`src/rtl/sample_framer.sv`:
```
// Packs one captured sample set into a 15-byte frame (sync, seq, flags, payload, CRC-8)
// and streams it byte by byte over a valid/ready handshake; counts samples dropped while busy.
module sample_framer #(
    parameter logic [7:0] SYNC_BYTE = 8'hA5
) (
    input  logic        clk,
    input  logic        arst_n,
    input  logic        smpl_valid,
    input  logic [31:0] smpl_osc0,
    input  logic [31:0] smpl_osc1,
    input  logic [19:0] smpl_temp,
    input  logic        smpl_halt,
    output logic        smpl_ready,
    output logic [7:0]  byte_data,
    output logic        byte_valid,
    input  logic        byte_ready,
    output logic        frame_done,
    output logic [7:0]  drop_cnt
);

    // state | meaning
    // IDLE  | waiting for a sample set, smpl_ready high
    // SEND  | streaming bytes 0..14, r_idx selects the byte on the wire
    // DONE  | one cycle: frame_done pulse, sequence number advances
    typedef enum logic [1:0] {ST_IDLE, ST_SEND, ST_DONE} state_t;

    localparam logic [3:0] LAST_IDX = 4'd14;

    state_t      r_state;
    state_t      w_state_nxt;
    logic [3:0]  r_idx;
    logic [7:0]  r_crc;
    logic [7:0]  r_seq;
    logic [7:0]  r_drop_cnt;
    logic        r_drop_flag;
    logic        r_drop_cap;
    logic [31:0] r_osc0;
    logic [31:0] r_osc1;
    logic [19:0] r_temp;
    logic        r_halt;

    logic        w_accept;
    logic        w_drop;
    logic        w_hs;
    logic [7:0]  w_byte;

    function automatic logic [7:0] f_crc8_upd(input logic [7:0] crc_in, input logic [7:0] data);
        logic [7:0] c;
        c = crc_in ^ data;
        for (int i = 0; i < 8; i++) begin
            c = c[7] ? ({c[6:0], 1'b0} ^ 8'h07) : {c[6:0], 1'b0};
        end
        return c;
    endfunction

    assign w_accept = smpl_valid & (r_state == ST_IDLE);
    assign w_drop   = smpl_valid & (r_state != ST_IDLE);
    assign w_hs     = byte_valid & byte_ready;
    assign drop_cnt = r_drop_cnt;

    always_comb begin
        w_byte = r_crc;
        case (r_idx)
            4'd0:    w_byte = SYNC_BYTE;
            4'd1:    w_byte = r_seq;
            4'd2:    w_byte = {r_halt, r_drop_cap, 6'b0};
            4'd3:    w_byte = r_osc0[7:0];
            4'd4:    w_byte = r_osc0[15:8];
            4'd5:    w_byte = r_osc0[23:16];
            4'd6:    w_byte = r_osc0[31:24];
            4'd7:    w_byte = r_osc1[7:0];
            4'd8:    w_byte = r_osc1[15:8];
            4'd9:    w_byte = r_osc1[23:16];
            4'd10:   w_byte = r_osc1[31:24];
            4'd11:   w_byte = r_temp[7:0];
            4'd12:   w_byte = r_temp[15:8];
            4'd13:   w_byte = {4'b0, r_temp[19:16]};
            default: w_byte = r_crc;
        endcase
    end

    always_comb begin
        w_state_nxt = r_state;
        smpl_ready  = 1'b0;
        byte_valid  = 1'b0;
        frame_done  = 1'b0;
        byte_data   = 8'h00;
        case (r_state)
            ST_IDLE: begin
                smpl_ready = 1'b1;
                if (smpl_valid) w_state_nxt = ST_SEND;
            end
            ST_SEND: begin
                byte_valid = 1'b1;
                byte_data  = w_byte;
                if (byte_ready && (r_idx == LAST_IDX)) w_state_nxt = ST_DONE;
            end
            ST_DONE: begin
                frame_done  = 1'b1;
                w_state_nxt = ST_IDLE;
            end
            default: w_state_nxt = ST_IDLE;
        endcase
    end

    always_ff @(posedge clk or negedge arst_n) begin
        if (!arst_n) r_state <= ST_IDLE;
        else         r_state <= w_state_nxt;
    end

    always_ff @(posedge clk or negedge arst_n) begin
        if (!arst_n) begin
            r_idx       <= 4'd0;
            r_crc       <= 8'h00;
            r_seq       <= 8'h00;
            r_drop_cnt  <= 8'h00;
            r_drop_flag <= 1'b0;
            r_drop_cap  <= 1'b0;
            r_osc0      <= 32'h0;
            r_osc1      <= 32'h0;
            r_temp      <= 20'h0;
            r_halt      <= 1'b0;
        end else begin
            if (w_accept) begin
                r_idx       <= 4'd0;
                r_crc       <= 8'h00;
                r_osc0      <= smpl_osc0;
                r_osc1      <= smpl_osc1;
                r_temp      <= smpl_temp;
                r_halt      <= smpl_halt;
                r_drop_cap  <= r_drop_flag;
                r_drop_flag <= 1'b0;
            end
            if (w_drop) begin
                r_drop_flag <= 1'b1;
                if (r_drop_cnt != 8'hFF) r_drop_cnt <= r_drop_cnt + 8'd1;
            end
            if (w_hs) begin
                r_idx <= r_idx + 4'd1;
                // CRC covers seq through the last temp byte; sync and CRC itself are excluded
                if ((r_idx != 4'd0) && (r_idx != LAST_IDX)) r_crc <= f_crc8_upd(r_crc, w_byte);
            end
            if (r_state == ST_DONE) r_seq <= r_seq + 8'd1;
        end
    end

endmodule

```
`config.mk`:
```
export PLATFORM = sky130hd
export DESIGN_NAME = sample_framer
export DESIGN_NICKNAME = d
export VERILOG_FILES = /design/src/rtl/sample_framer.sv
export SDC_FILE = /design/constraint.sdc
export NUM_CORES = 1
export LEC_CHECK = 0
export ABC_AREA = 1
export BUFFER_PORTS_ARGS = -buffer_cell sky130_fd_sc_hd__buf_2
export CAP_MARGIN = 0
export CORE_AREA = 5 5 108 110
export CTS_CLUSTER_DIAMETER = 150
export CTS_CLUSTER_SIZE = 12
export DETAILED_ROUTE_END_ITERATION = 6
export DIE_AREA = 0 0 113 115
export GPL_ROUTABILITY_DRIVEN = 0
export PLACE_DENSITY = 0.85
export SETUP_SLACK_MARGIN = 0.5
export SLEW_MARGIN = 25
export SYNTH_ARGS = -nofsm -noshare
export SYNTH_HDL_FRONTEND = slang
export SYNTH_SLANG_ARGS = --single-unit
```
`constraint.sdc`:
```
create_clock -name clk -period 5.7 [get_ports clk]
set_input_delay 0.855 -clock clk [delete_from_list [all_inputs] [get_ports clk]]
set_output_delay 0.855 -clock clk [all_outputs]
set_load 0.05 [all_outputs]
```
Word level (Yosys, flattened, before mapping) --
Cells that the tools add are included.
Word-level totals: bits in registers 117, input bits 89, output and inout bits 19, word-level logic and storage cells 79
Operators by class: add/sub/neg operators 3, equal/unequal tests 20, mux-type cells 23, bitwise operators 12, reduce and logical (&&, ||, !) cells 10
Operator list (number):
- $pmux 8 s14 | 1
- $mux 8 | 4
- $eq 4x4->1 const B | 7
- $mux 3 | 8
- $not 3->3 | 8
- $add 8x1->8 const B | 2
- $eq 4x3->1 const B | 4
- $eq 4x2->1 const B | 2
- $mux 4 | 2
- $ne 8x8->1 const B | 1
- $xor 8x8->8 | 1
- $reduce_bool 2->1 | 3
- $mux 1 | 5
- $add 4x1->4 const B | 1
- $eq 4x1->1 const B | 1
- $logic_not 4->1 | 1
- $mux 2 | 2
- $ne 2x2->1 const B | 2
- $ne 4x4->1 const B | 1
- $pmux 2 s2 | 1
- $reduce_and 2->1 | 2
- $reduce_bool 4->1 | 1
- $and 1x1->1 | 3
- $eq 2x1->1 const B | 1
- other kinds (3) | 4

Longest topological paths before layout --
Gate-level depths: netlist of the first run.
depth after elaboration 21, depth in mapped cells 19

Worst setup path after synthesis of the first run --
Ideal clock, no wire load.
path kind reg-to-output, start point reg r_idx[0], end point out byte_data[3], arrival 2.610 ns, data required time 4.845 ns, setup slack 2.235 ns, stages on the path, launching flop included 9, buffers on the path 1, cells stage by stage dfrtp_1 inv_1 ha_1 buf_2 o21ai_1 nand3_1 nor2_4 nor3_1 a221oi_1
Between the ends: word-level cells in the longest chain between the ends 3, elaborated cells on any way between the ends 16, classes of those cells eq/ne: 13; mux: 2; reduce/logical: 1
Ends and longest elaborated chain:
- start: declaration | line 31 | logic [3:0] r_idx;
- start signal: assignment | line 139 | r_idx <= r_idx + 4'd1;
- $eq 4x4->1 (tied with other cells) | line 63 | case (r_idx)
- $pmux 8 s14 * | line 63
- $mux 8 * | line 88 | case (r_state)
- end: declaration | line 14 | output logic [7:0] byte_data,
Every way passes the cells marked *; elsewhere a longest branch is shown, timed or not.

Worst setup path in the final report of the first run --
start point reg r_idx[3], end point out byte_data[3]
The elaborated chain is that of the path after synthesis.

==> impl_results.md, run 1 <==
* Status: complete, but fails checks
* Violated checks: DRC
* Worst r2r src: r_idx[3]$_DFFE_PN0P_
* Total clock sinks at 117
* Static Leak at 4.22 nW
* Die Area at around 13000 um^2
* Post-Synthesis Cell Area at 6330 um^2
* Wirelength per Cell at approximately 16 um
* FMAX at 0.245 GHz
* Starting Density at 59.7%
* Root buf cell: clkbuf_8
* Fin util at 71.2%
* Syn_area_per_cell at 7.09 um^2
* YS warnings at 0
* R2R Setup Slk at between 2 and 3 ns
* Cts repair resizes at 0
* Row cnt at 38
* Cell area after layout at 7540 um^2
* Worst Setup EP: byte_data[3]
* Total Power at 5.27 mW
* Placed Instances at approximately 1100
* Core ar. at 10600 um^2
* Skew-Pair Late Insertion Delay at 0.52 ns
* Hold Buf Count CTS at 0
* CTS Buf Count at 17
* Mapped Cells at 892
* Power per cell area at about 700 nW/um^2
* Placed cell area at 6910 um^2
* Setup Fix Bufs, Post-CTS at 0
* Die Ht at 115 um
* Final WL at 18.2 mm
* Sw Share at 49.0%
* # diodes at 0
* Syn_nets at between 900 and 1000
* DR vias at 6431
* Compound-gate portion of the synthesized area at just over 5%
* CP startpoint: r_idx[3]$_DFFE_PN0P_
* Worst Skew at 0.00689 ns
* Worst-path clk slew at 0.06 ns
* Post-Layout Cell Count at 1143
* Post-Synth Simple-Gate Area at 38.3%
* DP Worst Slack at 2.37 ns
* Type of origin of the critical path: flop
* Area Overhead vs Synth at 19.3%
* Internal power at 2.69 mW
* Largest family of logic cells by synthesized area: simple AND/OR/NAND/NOR gates
* H-tree levels at 4
* CTS tree: built
* Register share of total power at 28.6%
* Worst setup slack after layout at 1.61 ns
* Post-synthesis mux area share at less than 1%
* Count of final setup violators at 0
* Fin crit share at 71.7%
* Rel. slew slack at 49.5%
* Required time worst endpoint at 4.85 ns
* Critical Path Fanout Max at 22
* Post-DRT Antenna Nets at 0
* Share of layout cells above drive strength 1 at 17.0%
* Crit. End Element: output port
* Worst Tran Pin Value at 0.757 ns
* RSZ-0062 raised after global routing: no
* DR pass1 iterations at 7
* First-pass GRT wire length at 29.1 mm
* Post-DP HPWL at around 13 mm
* PortBufs at 107
* Xor/xnor share of the synthesized area at 1.94%
* Initial antenna violation count at 0
* Library cells used by synthesis at 33
* Worst min-delay path category: input port to asynchronous set/reset pin
* Hold Slack at 0.377 ns
* # nets final at around 1100
* DIE WIDTH at between 100 and 150 um
* FF-to-FF path depth at 16
* Switching power at roughly 2.6 mW
* Final Max Tran Viols at 0
* Overflow after GRT at 0
* Setup TNS at 0 ns
* DRC viols at 2
* Post-synthesis sequential area ratio at 46.3%
* Final min period at between 4 and 5 ns
* Starting DRC count in detailed routing at 861
* Max cap viols at 0
* Synth Area in Adders at 1.19%
* RR Endpoint: r_crc[2]$_DFF_PN0_
* VDD IR max at 0.000446 V
* Count of final hold-check violations at 0
* WS Path Type: flop to output port
* Vias in the first global route at 5924
* Ports at 108
* Via density at ~5.6
* GR Util All Layers at approximately 29%
* Max clock buf depth at 2
* Pin count of the biggest net entering global routing at 77
* Worst path arrival time at 3.23 ns
* Logic pwr share at 49.7%
* Clock share of power at around 22%
* Register bit total from synthesis at 117
sequential cells by signal, summed over array words and instances, names as in the netlist:
name,count
r_state,2
r_seq,8
r_drop_flag,1
r_temp,20
r_osc0,32
r_osc1,32
r_halt,1
r_drop_cap,1
drop_cnt,8
r_crc,8
r_idx,4
worst min path at each step:
stage / startpoint / endpoint / slack, ns / cells after the start
6_report: arst_n / r_temp[4]$_DFFE_PN0P_ / 0.38 / 1
5_1_grt: arst_n / r_temp[4]$_DFFE_PN0P_ / 0.44 / 1
4_1_cts: arst_n / r_osc0[30]$_DFFE_PN0P_ / 0.41 / 1
3_5_place_dp: r_osc0[23]$_DFFE_PN0P_ / r_osc0[23]$_DFFE_PN0P_ / 0.47 / 2
3_3_place_gp: r_osc0[26]$_DFFE_PN0P_ / r_osc0[26]$_DFFE_PN0P_ / 0.46 / 2
2_1_floorplan: r_seq[7]$_DFFE_PN0P_ / r_seq[7]$_DFFE_PN0P_ / 0.45 / 1
synthesized netlist by cell type:
library cell | count | share of area (%)
nand3_2 | 5 | 0.79
dfrtp_1 | 117 | 46
nor2_2 | 6 | 0.59
nor3_1 | 7 | 0.55
nand2_1 | 399 | 24
nand3b_1 | 1 | 0.12
inv_1 | 64 | 3.8
inv_2 | 10 | 0.59
a221oi_1 | 1 | 0.14
nor3b_1 | 1 | 0.12
o21ai_1 | 5 | 0.40
and2_1 | 1 | 0.099
a21oi_1 | 4 | 0.32
clkbuf_1 | 19 | 1.1
xnor2_1 | 5 | 0.69
buf_4 | 3 | 0.36
xor2_1 | 9 | 1.2
buf_1 | 1 | 0.059
o21bai_1 | 2 | 0.24
nor2_1 | 81 | 4.8
buf_2 | 5 | 0.40
o22ai_1 | 6 | 0.59
o21ai_2 | 2 | 0.28
o21ai_0 | 39 | 3.1
buf_6 | 3 | 0.53
nand4_1 | 23 | 2.3
ha_1 | 6 | 1.2
clkinv_1 | 1 | 0.059
nand3_1 | 60 | 4.7
o211ai_1 | 1 | 0.12
nor2_4 | 2 | 0.36
nand2_2 | 2 | 0.20
mux2_2 | 1 | 0.18
layout by cell type, fill, tap and decap left out, types with 2 or more instances in the layout:
master	n
xnor2_1	5
nand4_1	23
nand3_1	60
o21ai_0	39
xor2_1	9
ha_1	6
inv_6	3
inv_1	64
nor2_1	81
buf_4	4
o22ai_1	6
clkbuf_16	16
o21bai_1	2
dfrtp_1	117
o21ai_2	2
nor2_2	6
nand2_2	3
bufinv_16	4
a21oi_1	4
nand2_1	398
buf_2	106
nor2_4	2
inv_2	10
clkbuf_8	3
nand3_2	5
clkinv_4	3
o21ai_1	5
nor3_1	7
clkinvlp_4	3
final cells by class:
cell class,instances,area (um^2)
fill,820,3060
multi-input combinational,669,2960
sequential,117,2930
timing repair buffer,110,561
clock buffer,19,442
inverter,75,282
clock inverter,13,195
tap,140,175
layer usage:
metal	GRT usage, %	wire (um)	part of all wire (%)
met1	36.5	7090	39
met5	0	0	0
met4	13.5	897	4.9
met3	7.21	1820	10
met2	45.9	8380	46
logic make-up after synthesis:
family	count (synthesis)
buffers and inverters	106
AOI/OAI and AO/OA	60
and+or+nand+nor	588
xor gates and xnor gates	14
DFF	117
adders and majority gates	6
muxes	1
power by group through the flow:
| stage | sequential (mW) | combinational [mW] | clock, mW |
|---|---|---|---|
| finish | 1.51 | 2.62 | 1.15 |
| global route | 1.53 | 2.92 | 1.19 |
| CTS | 1.49 | 2.59 | 1.15 |
| detailed placement | 1.49 | 2.56 | 0 |
| global placement | 1.48 | 2.50 | 0 |
| floorplan | 1.45 | 1.99 | 0 |
worst max-delay path, stage by stage (launching register included):
cell	delay [ns]
dfrtp_1	0.66
nor2_1	0.69
nand2_1	0.20
inv_2	0.14
nand2_1	0.08
nand4_1	0.11
nor2_1	0.07
a221oi_1	0.40
buf_2	0.35
Note: power is estimated with default switching activity, not from simulation.
==> inputs of run 2 (changes only) <==
- CORE_AREA: 5 5 108 110 -> 5 5 118 120
- DIE_AREA: 0 0 113 115 -> 0 0 123 125
- PLACE_DENSITY: 0.85 -> 0.75
- clock period: 5.7 -> 3.45 ns (I/O delays scaled with it)
==> run 2 against run 1 <==
Cell count up 6.4%. Total power up 83%. Utilization down 7.4 points. Non-clock buffer count up 39. First-iteration DRC count down 12%. The run still ends with DRC left. Worst hold slack worse by 0.23 ns. Global-route usage down 3.7 points. Worst setup slack worse by 1.1 ns. Via count up 0.65%. Combinational power up 110%. Highest routed layer unchanged. Sequential cell count unchanged. Die area up 18%.
==> impl_results.md, run 2 (synthesis results as in run 1) <==
* Switching power at 4.60 mW
* Regs by FF count: r_osc0 x32, r_osc1 x32, r_temp x20
* Power per cell area at about 1200 nW/um^2
* Clock share of power at 18.0%
* Max clock buf depth at 2
* Violated checks: DRC
* Rel. slew slack at 52.8%
* Fin crit share at 86.5%
* Pin count of the biggest net entering global routing at 65
* Sw Share at 47.7%
* Most common cell after layout, fill and taps aside: nand2_1
* Logic pwr share at a little under three fifths
* Fill cells at 1120
* Starting DRC count in detailed routing at 761
* PortBufs at 107
* FMAX at approximately 0.34 GHz
* Overflow after GRT at 0
* Die Ht at approximately 130 um
* Delay-heaviest family, CP: simple AND/OR/NAND/NOR gates
* H-tree levels at 4
* Worst path max stage delay at 0.47 ns
* Row cnt at 42
* RSZ-0062 raised after global routing: yes
* DR pass1 iterations at 7
* Final min period at 2.98 ns
* Post-DRT Antenna Nets at 0
* Max cap viols at 0
* CTS Buf Count at 17
* Final Max Tran Viols at 0
* Internal power at 5.03 mW
* Status: complete, but fails checks
* Type of origin of the critical path: flop
* Most frequent cells in the layout: nand2_1, dfrtp_1, buf_2
* Worst path arrival time at 2.47 ns
* Critical Path Fanout Max at 4
* Area Overhead vs Synth at 29.8%
* Final WL at around 20 mm
* Cell area after layout at 8210 um^2
* Crit path buf inv count at 4
* Total clock sinks at 117
* Total Power at 9.63 mW
* GR Util All Layers at roughly a quarter
* Core ar. at 12900 um^2
* Post-DP HPWL at 13.6 mm
* # nets final at 1125
* Vias in the first global route at 6019
* Storage cell area at about 2900 um^2
* Worst Skew at a little over 0.006 ns
* Static Leak at 4.48 nW
* Critical-path cell list: ha_4 -> buf_6 -> buf_4 -> nand2_2 -> inv_2 -> nand2_1 -> nand2_1 -> nor2_2 -> nand2_2 -> nor2_4 -> nor2_2 -> nor2_1 -> nor2_1 -> buf_6
* Crit. End Element: output port
* Initial antenna violation count at 0
* Worst-path clk slew at around 0.05 ns
* Count of final hold-check violations at 0
* RR Endpoint: r_crc[2]$_DFF_PN0_
* First-pass GRT wire length at about 30 mm
* WS Path Type: flop to output port
* Required time worst endpoint at 2.93 ns
* Register share of total power at 25.8%
* R2R Setup Slk at approximately 0.9 ns
* Setup TNS at 0 ns
* FF-to-FF path depth at 18
* CTS tree: built
* Wirelength per Cell at 16.0 um
* Worst r2r src: r_idx[1]$_DFFE_PN0P_
* Ports at ~110
* Root buf cell: clkbuf_16
* Starting Density at just under 50%
* Hold Buf Count CTS at 0
* Worst Tran Pin Value at a little over 0.7 ns
* Count of final setup violators at 0
* Placed cell area at 7020 um^2
* # diodes at 0
* Slowest cell on the critical path: dfrtp_2
* DRC viols at 6
* Worst min-delay path category: input port to asynchronous set/reset pin
* Area occupied by multi-input gates at ~3200 um^2
* Share of layout cells above drive strength 1 at 24.0%
* DIE WIDTH at 123 um
* DR vias at 6473
* Skew-Pair Late Insertion Delay at 0.42 ns
* Via density at 5.32
* Die Area at approximately 15000 um^2
* VDD IR max at 0.000526 V
==> run 2: changes by cell type in the layout (fill, tap and decap cells not counted), moves of 5 or more <==
cell,change
buf_12,+5
nand2_1,-11
nand2_2,+10
inv_1,-5
buf_4,+31
nor2_2,+5
buf_6,+11
buf_2,-8
nor2_1,-13
nor2_4,+8
==> run 2: area by class of cell <==
class | count | share of cell area [%]
multi-input cells | 670 | 39.1
flip-flops and latches | 117 | 35.7
repair buffers | 149 | 11.9
clock buffers | 25 | 6.15
inverters | 75 | 3.59
well taps | 176 | 2.68
clock inverters | 4 | 0.853
==> run 2: worst max path at each step <==
stage / startpoint / endpoint / slack (ns) / depth (start not counted)
3_3_place_gp: r_idx[0]$_DFFE_PN0P_ / byte_data[2] / 0.67 / 12
6_report: r_idx[0]$_DFFE_PN0P_ / byte_data[4] / 0.47 / 14
4_1_cts: r_idx[0]$_DFFE_PN0P_ / byte_data[3] / 0.51 / 9
5_1_grt: r_idx[1]$_DFFE_PN0P_ / byte_data[2] / 0.37 / 14
2_1_floorplan: r_idx[0]$_DFFE_PN0P_ / byte_data[2] / 0.68 / 13
3_5_place_dp: r_idx[0]$_DFFE_PN0P_ / byte_data[5] / 0.61 / 12
==> run 2: stage by stage <==
step	hold WS (ns)	cells	worst slack, ns	util (%)
after global routing	0.205	1216	0.375	63.8
after global placement	0.462	1152	0.670	54.5
after detailed placement	0.467	1152	0.609	54.5
after CTS	0.164	1189	0.507	60.3
after floorplan	0.222	892	0.679	-
final	0.144	1216	0.465	63.8
==> run 2: routing by layer <==
layer,global-route usage (%),vias up,wire length (um)
li1,-,3080,-
met4,13.0,0,973
met2,37.1,325,8820
met3,5.56,79,1640
met1,33.7,2989,8030
met5,0,-,0
==> run 2: timing repair <==
action | 4_1_cts | 5_1_grt
gates resized for setup | 27 | 63
buffers inserted | 8 | 26
setup endpoints to repair | 8 | 8
pin swaps | 5 | 19
cloned | 0 | 1
==> run 2: power by group through the flow <==
stage / clock network [mW] / registers (mW) / logic, mW
3_3_place_gp: 0 / 2.44 / 4.26
4_1_cts: 1.75 / 2.45 / 4.67
3_5_place_dp: 0 / 2.45 / 4.34
6_report: 1.73 / 2.48 / 5.41
5_1_grt: 1.82 / 2.53 / 5.94
2_1_floorplan: 0 / 2.40 / 3.31
